$ cat src/rtl/demux_pkg.sv
// Shared constants and helpers for the demux_router fan-out stage.
package demux_pkg;
    localparam logic MODE_ADDR = 1'b0;
    localparam logic MODE_RR   = 1'b1;

    // Next round-robin pointer, wrapping at the channel count (which need not be a power of two).
    function automatic int unsigned rr_next(input int unsigned ptr, input int unsigned n);
        return (ptr + 32'd1 >= n) ? 32'd0 : ptr + 32'd1;
    endfunction
endpackage

$ cat src/rtl/demux_router_if.sv
// Handshake bundle for demux_router: one upstream input channel, NUM_CH downstream channels.
interface demux_router_if #(
    parameter int DATA_W = 8,
    parameter int NUM_CH = 4,
    parameter int SEL_W  = $clog2(NUM_CH)
);
    logic [DATA_W-1:0]        in_data;
    logic                     in_valid;
    logic                     in_ready;
    logic [SEL_W-1:0]         sel;
    logic                     mode;
    logic [NUM_CH*DATA_W-1:0] out_data;
    logic [NUM_CH-1:0]        out_valid;
    logic [NUM_CH-1:0]        out_ready;

    modport master (output in_data, in_valid, sel, mode, out_ready,
                    input  in_ready, out_data, out_valid);
    modport slave  (input  in_data, in_valid, sel, mode, out_ready,
                    output in_ready, out_data, out_valid);
endinterface

$ cat src/rtl/demux_slot.sv
// One output channel register: loads on accept, drains on downstream ready.
module demux_slot #(
    parameter int DATA_W = 8
) (
    input  logic              clk,
    input  logic              rst_n,
    input  logic              load,
    input  logic [DATA_W-1:0] load_data,
    input  logic              ready,
    output logic              valid,
    output logic [DATA_W-1:0] data,
    output logic              free
);
    // Free when empty or draining this cycle, so a drain and refill can share a cycle.
    assign free = !valid | ready;

    always_ff @(posedge clk or negedge rst_n) begin
        if (!rst_n) begin
            valid <= 1'b0;
            data  <= '0;
        end else if (load) begin
            valid <= 1'b1;
            data  <= load_data;
        end else if (ready) begin
            valid <= 1'b0;
        end
    end
endmodule

$ cat src/rtl/demux_router.sv
// Registered 1:N demultiplexer steering sensor events by explicit select or round-robin.
module demux_router
    import demux_pkg::*;
#(
    parameter int DATA_W = 8,
    parameter int NUM_CH = 4,
    parameter int SEL_W  = $clog2(NUM_CH),
    parameter int ERR_W  = 8
) (
    input  logic             clk,
    input  logic             rst_n,
    demux_router_if.slave    bus,
    output logic [SEL_W-1:0] rr_ptr,
    output logic [ERR_W-1:0] drop_cnt
);
    logic [SEL_W-1:0]                tgt;
    logic                            in_range;
    logic                            tgt_free;
    logic                            accept;
    logic [NUM_CH-1:0]               free;
    logic [NUM_CH-1:0]               load;
    logic [NUM_CH-1:0]               slot_valid;
    logic [NUM_CH-1:0][DATA_W-1:0]   slot_data;

    assign tgt      = (bus.mode == MODE_RR) ? rr_ptr : bus.sel;
    assign in_range = (int'(tgt) < NUM_CH);

    // Out-of-range targets never match a slot, so tgt_free stays 0 and in_ready relies on !in_range.
    always_comb begin
        tgt_free = 1'b0;
        for (int k = 0; k < NUM_CH; k++)
            if (int'(tgt) == k) tgt_free = free[k];
    end

    assign bus.in_ready = !in_range | tgt_free;
    assign accept       = bus.in_valid & bus.in_ready;

    generate
        for (genvar k = 0; k < NUM_CH; k++) begin : g_slot
            assign load[k] = accept & in_range & (int'(tgt) == k);
            demux_slot #(.DATA_W(DATA_W)) u_slot (
                .clk       (clk),
                .rst_n     (rst_n),
                .load      (load[k]),
                .load_data (bus.in_data),
                .ready     (bus.out_ready[k]),
                .valid     (slot_valid[k]),
                .data      (slot_data[k]),
                .free      (free[k])
            );
        end
    endgenerate

    assign bus.out_valid = slot_valid;
    assign bus.out_data  = slot_data;

    always_ff @(posedge clk or negedge rst_n) begin
        if (!rst_n) begin
            rr_ptr   <= '0;
            drop_cnt <= '0;
        end else begin
            if (accept && bus.mode == MODE_RR)
                rr_ptr <= SEL_W'(rr_next(32'(rr_ptr), NUM_CH));
            if (accept && !in_range && drop_cnt != '1)
                drop_cnt <= drop_cnt + 1'b1;
        end
    end
endmodule

$ cat src/flat_wrapper.sv
// flat-port wrapper written by rule: the top's interface ports become plain ports
module demux_router_flat import demux_pkg::*;
#(
    parameter int DATA_W = 8,
    parameter int NUM_CH = 4,
    parameter int SEL_W  = $clog2(NUM_CH),
    parameter int ERR_W  = 8
)
  (clk, rst_n, rr_ptr, drop_cnt, bus_in_data, bus_in_valid, bus_sel, bus_mode, bus_out_ready, bus_in_ready, bus_out_data, bus_out_valid);
  demux_router_if #(.DATA_W(DATA_W), .NUM_CH(NUM_CH), .SEL_W(SEL_W)) bus_i ();
  input  logic clk;
  input  logic rst_n;
  output logic [SEL_W-1:0] rr_ptr;
  output logic [ERR_W-1:0] drop_cnt;
  input wire logic [$bits(bus_i.in_data)-1:0] bus_in_data;
  input wire logic [$bits(bus_i.in_valid)-1:0] bus_in_valid;
  input wire logic [$bits(bus_i.sel)-1:0] bus_sel;
  input wire logic [$bits(bus_i.mode)-1:0] bus_mode;
  input wire logic [$bits(bus_i.out_ready)-1:0] bus_out_ready;
  output wire logic [$bits(bus_i.in_ready)-1:0] bus_in_ready;
  output wire logic [$bits(bus_i.out_data)-1:0] bus_out_data;
  output wire logic [$bits(bus_i.out_valid)-1:0] bus_out_valid;
  assign bus_i.in_data = bus_in_data;
  assign bus_i.in_valid = bus_in_valid;
  assign bus_i.sel = bus_sel;
  assign bus_i.mode = bus_mode;
  assign bus_i.out_ready = bus_out_ready;
  assign bus_in_ready = bus_i.in_ready;
  assign bus_out_data = bus_i.out_data;
  assign bus_out_valid = bus_i.out_valid;
  demux_router #(.DATA_W(DATA_W), .NUM_CH(NUM_CH), .SEL_W(SEL_W), .ERR_W(ERR_W)) u_core (.clk(clk), .rst_n(rst_n), .bus(bus_i), .rr_ptr(rr_ptr), .drop_cnt(drop_cnt));
endmodule
$ cat config.mk
export PLATFORM = sky130hd
export DESIGN_NAME = demux_router_flat
export DESIGN_NICKNAME = d
export VERILOG_FILES = /design/src/rtl/demux_pkg.sv /design/src/rtl/demux_router_if.sv /design/src/rtl/demux_slot.sv /design/src/rtl/demux_router.sv /design/src/flat_wrapper.sv
export SDC_FILE = /design/constraint.sdc
export NUM_CORES = 1
export LEC_CHECK = 0
export CAP_MARGIN = 40
export CORE_AREA = 8 8 80 82
export DETAILED_ROUTE_END_ITERATION = 10
export DIE_AREA = 0 0 88 90
export PLACE_DENSITY = 0.71
export RECOVER_POWER = 50
export SLEW_MARGIN = 25
export SYNTH_ARGS = -nofsm -noshare
export SYNTH_HDL_FRONTEND = slang
export SYNTH_SLANG_ARGS = --single-unit
$ cat constraint.sdc
create_clock -name clk -period 1.85 [get_ports clk]
set_input_delay 0.4625 -clock clk [delete_from_list [all_inputs] [get_ports clk]]
set_output_delay 0.4625 -clock clk [all_outputs]
set_load 0.1 [all_outputs]
# == After elaboration in Yosys (flattened, before gate mapping) ==
# Index checks and enable logic that the tools add are counted.
# W data, S select, Z words.
# word_totals
regBits,38
input_bits,18
out_inout_bits,47
# classes
addsub,1
order_cmp,1
n_eq_ne,3
mux,14
n_bitwise,9
n_reduce_logical,10
# op_table
op,count
$mux W1,12
$reduce_bool A2 Y1,4
$and A1 B1 Y1,5
$eq A2 B2 Y1 const B,2
$logic_not A1 Y1,4
$mux W2,2
$or A1 B1 Y1,4
$add A2 B1 Y3 const B,1
$ge A3 B3 Y1 const B,1
$eq A2 B1 Y1 const B,1
$logic_not A2 Y1,1
$logic_and A1 B1 Y1,1

# == Longest topological paths before layout ==
# Gate-level depths: netlist of run 1.
# logic_depth
ltp_word,9
mapped_depth,6
depth_no_buf,5

# == By module ==
# From an unflattened synthesis of run 1, not the netlist that was laid out.
# unflattened
cells_unflattened,114
area_unflattened_um2,1767.9
# by_module_without_submodules
module,instances,cells_per_inst,area_per_inst_um2,seq_area_each_um2
demux_slot,4,20,369.1,225.2
demux_router,1,34,291.5,50.0

# == Least setup slack after synthesis of run 1 ==
# Ideal clock, no wire load.
# synth_timing
path_kind,flip-flop to flip-flop
from,register u_core.rr_ptr[1]
to,register u_core.g_slot[2].u_slot.data[0]
setup_ns,0.126
t_arrival_ns,3.515
required_time_ns,1.724
path_slack_ns,-1.791
stages_incl_launch_ff,7
period_less_slack_ns,3.641
cell_sequence,dfrtp_1 -> and3b_1 -> o211a_1 -> a2111oi_4 -> and3_1 -> buf_6 -> mux2_4
# synth_via
elab_chain_len,8
# synth_rtl
element,line_no,source
start: declaration,demux_router.sv:13,"output logic [SEL_W-1:0] rr_ptr,"
start signal: assignment,demux_router.sv:63,"rr_ptr <= SEL_W'(rr_next(32'(rr_ptr), NUM_CH));"
$mux W2 (*),demux_router.sv:25,assign tgt = (bus.mode == MODE_RR) ? rr_ptr : bus.sel;
$logic_not A2 Y1,demux_router.sv:32,if (int'(tgt) == k) tgt_free = free[k];
$mux W1 (3 in series),demux_router.sv:32,
$mux W1 (*),demux_router.sv:32,
net bus_in_ready,flat_wrapper.sv:20,output wire logic [$bits(bus_i.in_ready)-1:0] bus_in_ready;
$and A1 B1 Y1 (*),demux_router.sv:36,assign accept = bus.in_valid & bus.in_ready;
$and A1 B1 Y1 (*),demux_router.sv:40,assign load[k] = accept & in_range & (int'(tgt) == k);
end signal: assignment,demux_slot.sv:23,data <= load_data;
end: declaration,demux_slot.sv:11,"output logic [DATA_W-1:0] data,"
# The timed path passes the listed nets; every way through them passes the cells marked *.
# A chain may end at the register's enable or synchronous reset.

# == Worst setup path after layout of run 1 ==
# layout_timing
from,register u_core.rr_ptr[0]
to,output bus_in_ready
# layout_via
elab_chain_len,6
# layout_rtl
element,line_no
$mux W2 (*),demux_router.sv:25
$logic_not A2 Y1,demux_router.sv:32
$mux W1 (3 in series),demux_router.sv:32
$mux W1 (*),demux_router.sv:32
end: declaration,flat_wrapper.sv:20
# Every way passes the cells marked *; elsewhere a longest branch is shown, timed or not.

==> flow_metrics.tcl, run 1 <==
set metrics [dict create \
    outcome "complete, but fails checks" \
    violations "setup timing" \
    wl_per_cell_um 16.74 \
    clock_latency_ns 0.29 \
    die_w_um 88 \
    rsz0062_at_grt "yes" \
    cts_max_level 2 \
    postCtsHoldBufs 0 \
    synth_top_area_cell "dfrtp_1" \
    slew_violations 0 \
    core_area_mm2 0.005236 \
    min_period_over_period 1.252 \
    finalHoldViolCount 0 \
    maxCapViolations 0 \
    ios 65 \
    remaining_drc_errors 0 \
    r2r-end "u_core.rr_ptr[0]" \
    crit_path_cell_trace "and3b_1 -> o211a_1 -> a2111oi_4 -> buf_4 -> buf_12" \
    whs_ns 0.3921 \
    ys_seq_area_frac 0.5398 \
    cp-end-kind "output pin" \
    io_buffers 56 \
    clock_sinks 38 \
    cp_slowest_cell "dfrtp_4" \
    required_ns 1.39 \
    hold_path_class "input pin to asynchronous set/reset pin" \
    gp_congestion 0.8175 \
    worst-path-max-fanout 4 \
    ys_types 29 \
    fin_ws_ns -0.4668 \
    syn_to_final_growth_pct 75.43 \
    grt_use_total 0.1155 \
    vias 1194 \
    reg2reg_slack_ns -0.34 \
    drt_pass1_iterations 3 \
    die_area_mm2 0.007920 \
    post_dp_cell_area_mm2 0.002910 \
    yosys_warnings 0 \
    drive_above_1_share 0.5825 \
    wirelength_um 4452 \
    worst_slew_margin_rel 0.3782 \
    path_clk_slew_ns 0.07 \
    die-height_um 90 \
    syn_area_per_cell_um2 14.80 \
    yosys-top-cells-area "dfrtp_1 54%, mux2_4 14%, mux2_1 12%" \
    fin_util 0.5902 \
    clockBufferDepth 2 \
    rows 27 \
    finalSetupViolations 39 \
    path_class "flip-flop to output pin" \
    antenna_found_initial 0 \
    r2r_start "u_core.rr_ptr[0]" \
    diodes 0 \
    postRouteAntennaNets 0 \
    reg2regPathDepth 8 \
    initial_core_util 0.3364 \
    cp.arrival_ns 1.85 \
    worst_pin_slew_ns 0.9327 \
    dp_slack_ns -0.7924 \
    finalNetCount 212 \
    overflow 0 \
    synth_cells 119 \
    stdcell_area_mm2 0.003090 \
    syn_area_mm2 0.001762 \
    cts_tree "done" \
    start_kind "flip-flop" \
    grt_max_degree 39 \
    slowest_delay_ns 0.49 \
    vias_per_cell 4.489 \
    hpwl_um 3336 \
    grt_pass1_wl_um 7100 \
    drt_iter0_markers 24 \
    cts-root-buf "clkbuf_8" \
    cts_buffers 5 \
    synth_top_area_frac 0.5398 \
    min_period_ns 2.317 \
    finalClockSkew_ns 0.004165 \
    grt_pass1_vias 1356 \
    fmax_ghz 0.4316 \
    ys_seq_elements 38 \
]
## flip-flops by register name (all words and copies together), names as in the netlist
| register | flops |
|---|---|
| u_core.rr_ptr | 2 |
| u_core.g_slot.u_slot.valid | 4 |
| u_core.g_slot.u_slot.data | 32 |
## worst max-delay path: cells and delay by family, from the launching register on
family          cells  cell delay, ns
compound gates      2            0.54
flops               1            0.49
simple gates        1            0.18
buf+inv             2            0.36
## synthesized netlist by cell type
cell type / number
nor3b_1: 1
or3_1: 1
mux2_1: 18
nand3_1: 1
or3b_1: 1
nand2_1: 1
nand3b_1: 1
buf_4: 14
buf_6: 2
a21bo_2: 2
a21oi_1: 1
nand2b_1: 2
and2b_2: 1
ha_1: 1
a21o_1: 1
and2_1: 2
o32ai_1: 1
and3_1: 2
conb_1: 1
dfrtp_1: 38
a21boi_0: 2
a21oi_2: 1
or2_1: 1
a2111oi_4: 1
o211a_1: 2
mux2_4: 16
and3b_1: 1
inv_1: 2
nor2_1: 1
## per-stage QoR
stage / instances / TNS (ns)
finish: 266 / -10.15
detailed placement: 253 / -27.75
floorplan: 126 / -48.82
global route: 266 / -12.42
global placement: 253 / -25.88
CTS: 266 / -9.168
## layout make-up
| class | count | area (um2) |
|---|---|---|
| clock buffers | 7 | 86.33 |
| clock inverters | 1 | 5.005 |
| fillers | 391 | 2146 |
| inverters | 2 | 7.507 |
| multi-input cells | 70 | 784.5 |
| flip-flops and latches | 38 | 958.4 |
| well taps | 72 | 90.09 |
| repair buffers | 76 | 1159 |
## repair_timing
action,in CTS,in global routing
gates cloned,1,0
pin swaps,3,1
resized for setup,17,3
endpoints found under the setup margin,39,37
setup buffers,4,2
hold endpoints to repair,0,0
## worst max-delay path by stage
stage | start | end | slack (ns) | depth (start not counted)
after floorplan | u_core.rr_ptr[0] | u_core.g_slot[2].u_slot.data[0] | -1.32 | 6
after global placement | bus_mode | u_core.rr_ptr[0] | -0.73 | 7
after detailed placement | bus_mode | u_core.rr_ptr[0] | -0.79 | 7
after CTS | u_core.rr_ptr[0] | bus_in_ready | -0.45 | 5
after global routing | u_core.rr_ptr[0] | bus_in_ready | -0.52 | 5
final | u_core.rr_ptr[0] | bus_in_ready | -0.47 | 5
## cells in the final DEF, fill, tap and decap left out, types with 2 or more instances in the layout
master,synthesis,final
o211a_1,2,2
a21bo_2,2,2
conb_1,1,8
mux2_4,16,34
a21boi_0,2,2
dfrtp_1,38,36
buf_4,14,12
clkdlybuf4s50_1,0,12
and3_4,0,2
buf_6,2,2
dfrtp_4,0,2
clkbuf_8,0,6
buf_12,0,41
inv_1,2,2
nand2b_1,2,2
and2_4,0,2
dlygate4sd2_1,0,3
buf_8,0,2
## layer usage
layer / GRT usage / vias up / share of wire
met3: 0.03367 / 3 / 0.074
met2: 0.1902 / 43 / 0.48
met5: 0 / - / 0
met1: 0.1381 / 604 / 0.43
met4: 0.03874 / 0 / 0.0076
li1: - / 544 / -
## cell families after synthesis
kind of cell	share of synthesized area
other cells	0.002129
simple gates	0.05895
buf+inv	0.07670
flops	0.5398
mux	0.2514
compound gates	0.06392
fa+ha+maj	0.007101
Power of run 1 is left out: the tool's default activity adds up to more than one toggle a clock period on the data nets, which glitch-free logic cannot reach.
==> run 2: changes to the inputs <==
--- a/config.mk
+++ b/config.mk
@@ -5,11 +5,14 @@
 export SDC_FILE = /design/constraint.sdc
 export NUM_CORES = 1
 export LEC_CHECK = 0
+export ABC_CLOCK_PERIOD_IN_PS = 1850
 export CAP_MARGIN = 40
-export CORE_AREA = 8 8 80 82
+export CELL_PAD_IN_SITES_DETAIL_PLACEMENT = 2
+export CELL_PAD_IN_SITES_GLOBAL_PLACEMENT = 2
+export CORE_AREA = 8 8 92 94
 export DETAILED_ROUTE_END_ITERATION = 10
-export DIE_AREA = 0 0 88 90
-export PLACE_DENSITY = 0.71
+export DIE_AREA = 0 0 100 102
+export PLACE_DENSITY = 0.78
 export RECOVER_POWER = 50
 export SLEW_MARGIN = 25
 export SYNTH_ARGS = -nofsm -noshare
==> flow_metrics.tcl, run 2 (synthesis gave the netlist of run 1 again) <==
set metrics [dict create \
    clockBufferDepth 2 \
    crit_cells 5 \
    worstPathBufferInverterCount 2 \
    worst_path_dominant_cell_family "compound AO/OA/AOI/OAI gates" \
    vias 1222 \
    postRouteAntennaNets 0 \
    rsz0062_at_grt "yes" \
    clock_sinks 38 \
    reg2regPathDepth 9 \
    wirelength_um 5564 \
    clock_latency_ns 0.30 \
    fin_util 0.4601 \
    io_buffers 56 \
    syn_to_final_growth_pct 84.38 \
    dp_slack_ns -0.8867 \
    vias_per_cell 4.073 \
    gp_congestion 0.7850 \
    grt_pass1_wl_um 8921 \
    cts_max_level 2 \
    drive_above_1_share 0.5970 \
    cts-root-buf "clkbuf_8" \
    outcome "complete, but fails checks" \
    cts_tree "done" \
    maxCapViolations 0 \
    dr_wl_met3_um 358 \
    min_path_cells 1 \
    ios 65 \
    tns_ns -9.974 \
    finalSetupViolations 39 \
    diodes 0 \
    overflow 0 \
    mostFrequentLayoutCells "43 x buf_12, 36 x dfrtp_1, 34 x mux2_4, 16 x buf_4, 12 x clkdlybuf4s50_1" \
    min_period_over_period 1.250 \
    die_w_um 100 \
    crit_path_cell_trace "and3b_1 -> o211a_1 -> a2111oi_4 -> buf_4 -> buf_12" \
    grt_use_total 0.1172 \
    reg2reg_slack_ns -0.41 \
    nFillCells 671 \
    start_kind "flip-flop" \
    grt_max_degree 20 \
    violations "setup timing" \
    drt_pass1_iterations 2 \
    reg_top3 "u_core.g_slot.u_slot.data: 32 flops, u_core.g_slot.u_slot.valid: 4 flops, u_core.rr_ptr: 2 flops" \
    regMostFlops "u_core.g_slot.u_slot.data" \
    die-height_um 102 \
    drt_iter0_markers 36 \
    path_clk_slew_ns 0.07 \
    rows 31 \
    min_period_ns 2.312 \
    slew_violations 0 \
    routedLengthMet1_um 2250 \
    highest_layer "met4" \
    path_class "flip-flop to output pin" \
    antenna_found_initial 0 \
    stdcell_area_mm2 0.003248 \
    cts_buffers 5 \
    finalNetCount 219 \
    die_area_mm2 0.01020 \
    post_dp_cell_area_mm2 0.002972 \
    wl_per_cell_um 18.55 \
    cp-end-kind "output pin" \
    finalHoldViolCount 0 \
    final_common_cell "buf_12" \
    remaining_drc_errors 0 \
    slowest_delay_ns 0.48 \
    route.met2.wl_um 2919 \
    grt_pass1_vias 1503 \
    worst-path-max-fanout 3 \
    fin_ws_ns -0.4622 \
    finalClockSkew_ns 0.007605 \
    cp_slowest_cell "dfrtp_4" \
    largest_register_ff_count 32 \
    fmax_ghz 0.4325 \
    hpwl_um 4236 \
    initial_core_util 0.2496 \
    hold_path_class "flip-flop to flip-flop" \
    cp.arrival_ns 1.85 \
    core_area_mm2 0.007059 \
    required_ns 1.39 \
]
==> run 2: path summary, 6_finish.rpt <==
| kind | from | to |
|---|---|---|
| max | u_core.rr_ptr[0] | bus_in_ready |
| min | u_core.g_slot[0].u_slot.data[7] | u_core.g_slot[0].u_slot.data[7] |
| max reg2reg | u_core.rr_ptr[1] | u_core.rr_ptr[0] |
| min reg2reg | u_core.g_slot[0].u_slot.data[7] | u_core.g_slot[0].u_slot.data[7] |
| max in group asynchronous | rst_n | u_core.g_slot[0].u_slot.data[1] |
| min in group asynchronous | rst_n | u_core.g_slot[0].u_slot.data[5] |
==> run 2: layout make-up <==
class                      count  area [um2]  area share
sequential                    38       958.4      0.2951
clock buffer                   6       82.58     0.02542
clock inverter                 2       60.06     0.01849
tap                           99       123.9     0.03814
timing repair buffer          83        1224      0.3767
inverter                       2       7.507    0.002311
multi-input combinational     70       792.0      0.2438
==> run 2: timing repair <==
action,in CTS,in global routing
buffers inserted,5,4
endpoints found under the setup margin,38,38
pin swaps,4,2
hold endpoints to repair,5,0
hold buffers,1,0
resized for setup,15,3
cloned,1,0
==> run 2: worst register-to-register path, cell delays in order (launching register included) <==
cell	delay, ns
dfrtp_4	0.51
or3b_1	0.42
a21oi_2	0.20
a2111oi_4	0.07
buf_4	0.17
buf_4	0.13
buf_6	0.10
buf_6	0.10
and3_4	0.15
mux2_4	0.29
==> run 2: stage by stage <==
step / instances / hold WS [ns]
4_1_cts: 297 / 0.5491
3_3_place_gp: 282 / 0.2969
6_report: 300 / 0.5825
2_1_floorplan: 126 / 0.1669
5_1_grt: 300 / 0.6018
3_5_place_dp: 282 / 0.3005
==> run 2: layer usage <==
metal,vias up,global-route usage
met2,47,0.2078
met4,0,0.02791
met3,4,0.04360
met1,618,0.1300
met5,-,0
li1,553,-
Power of run 2 is left out for the same reason.
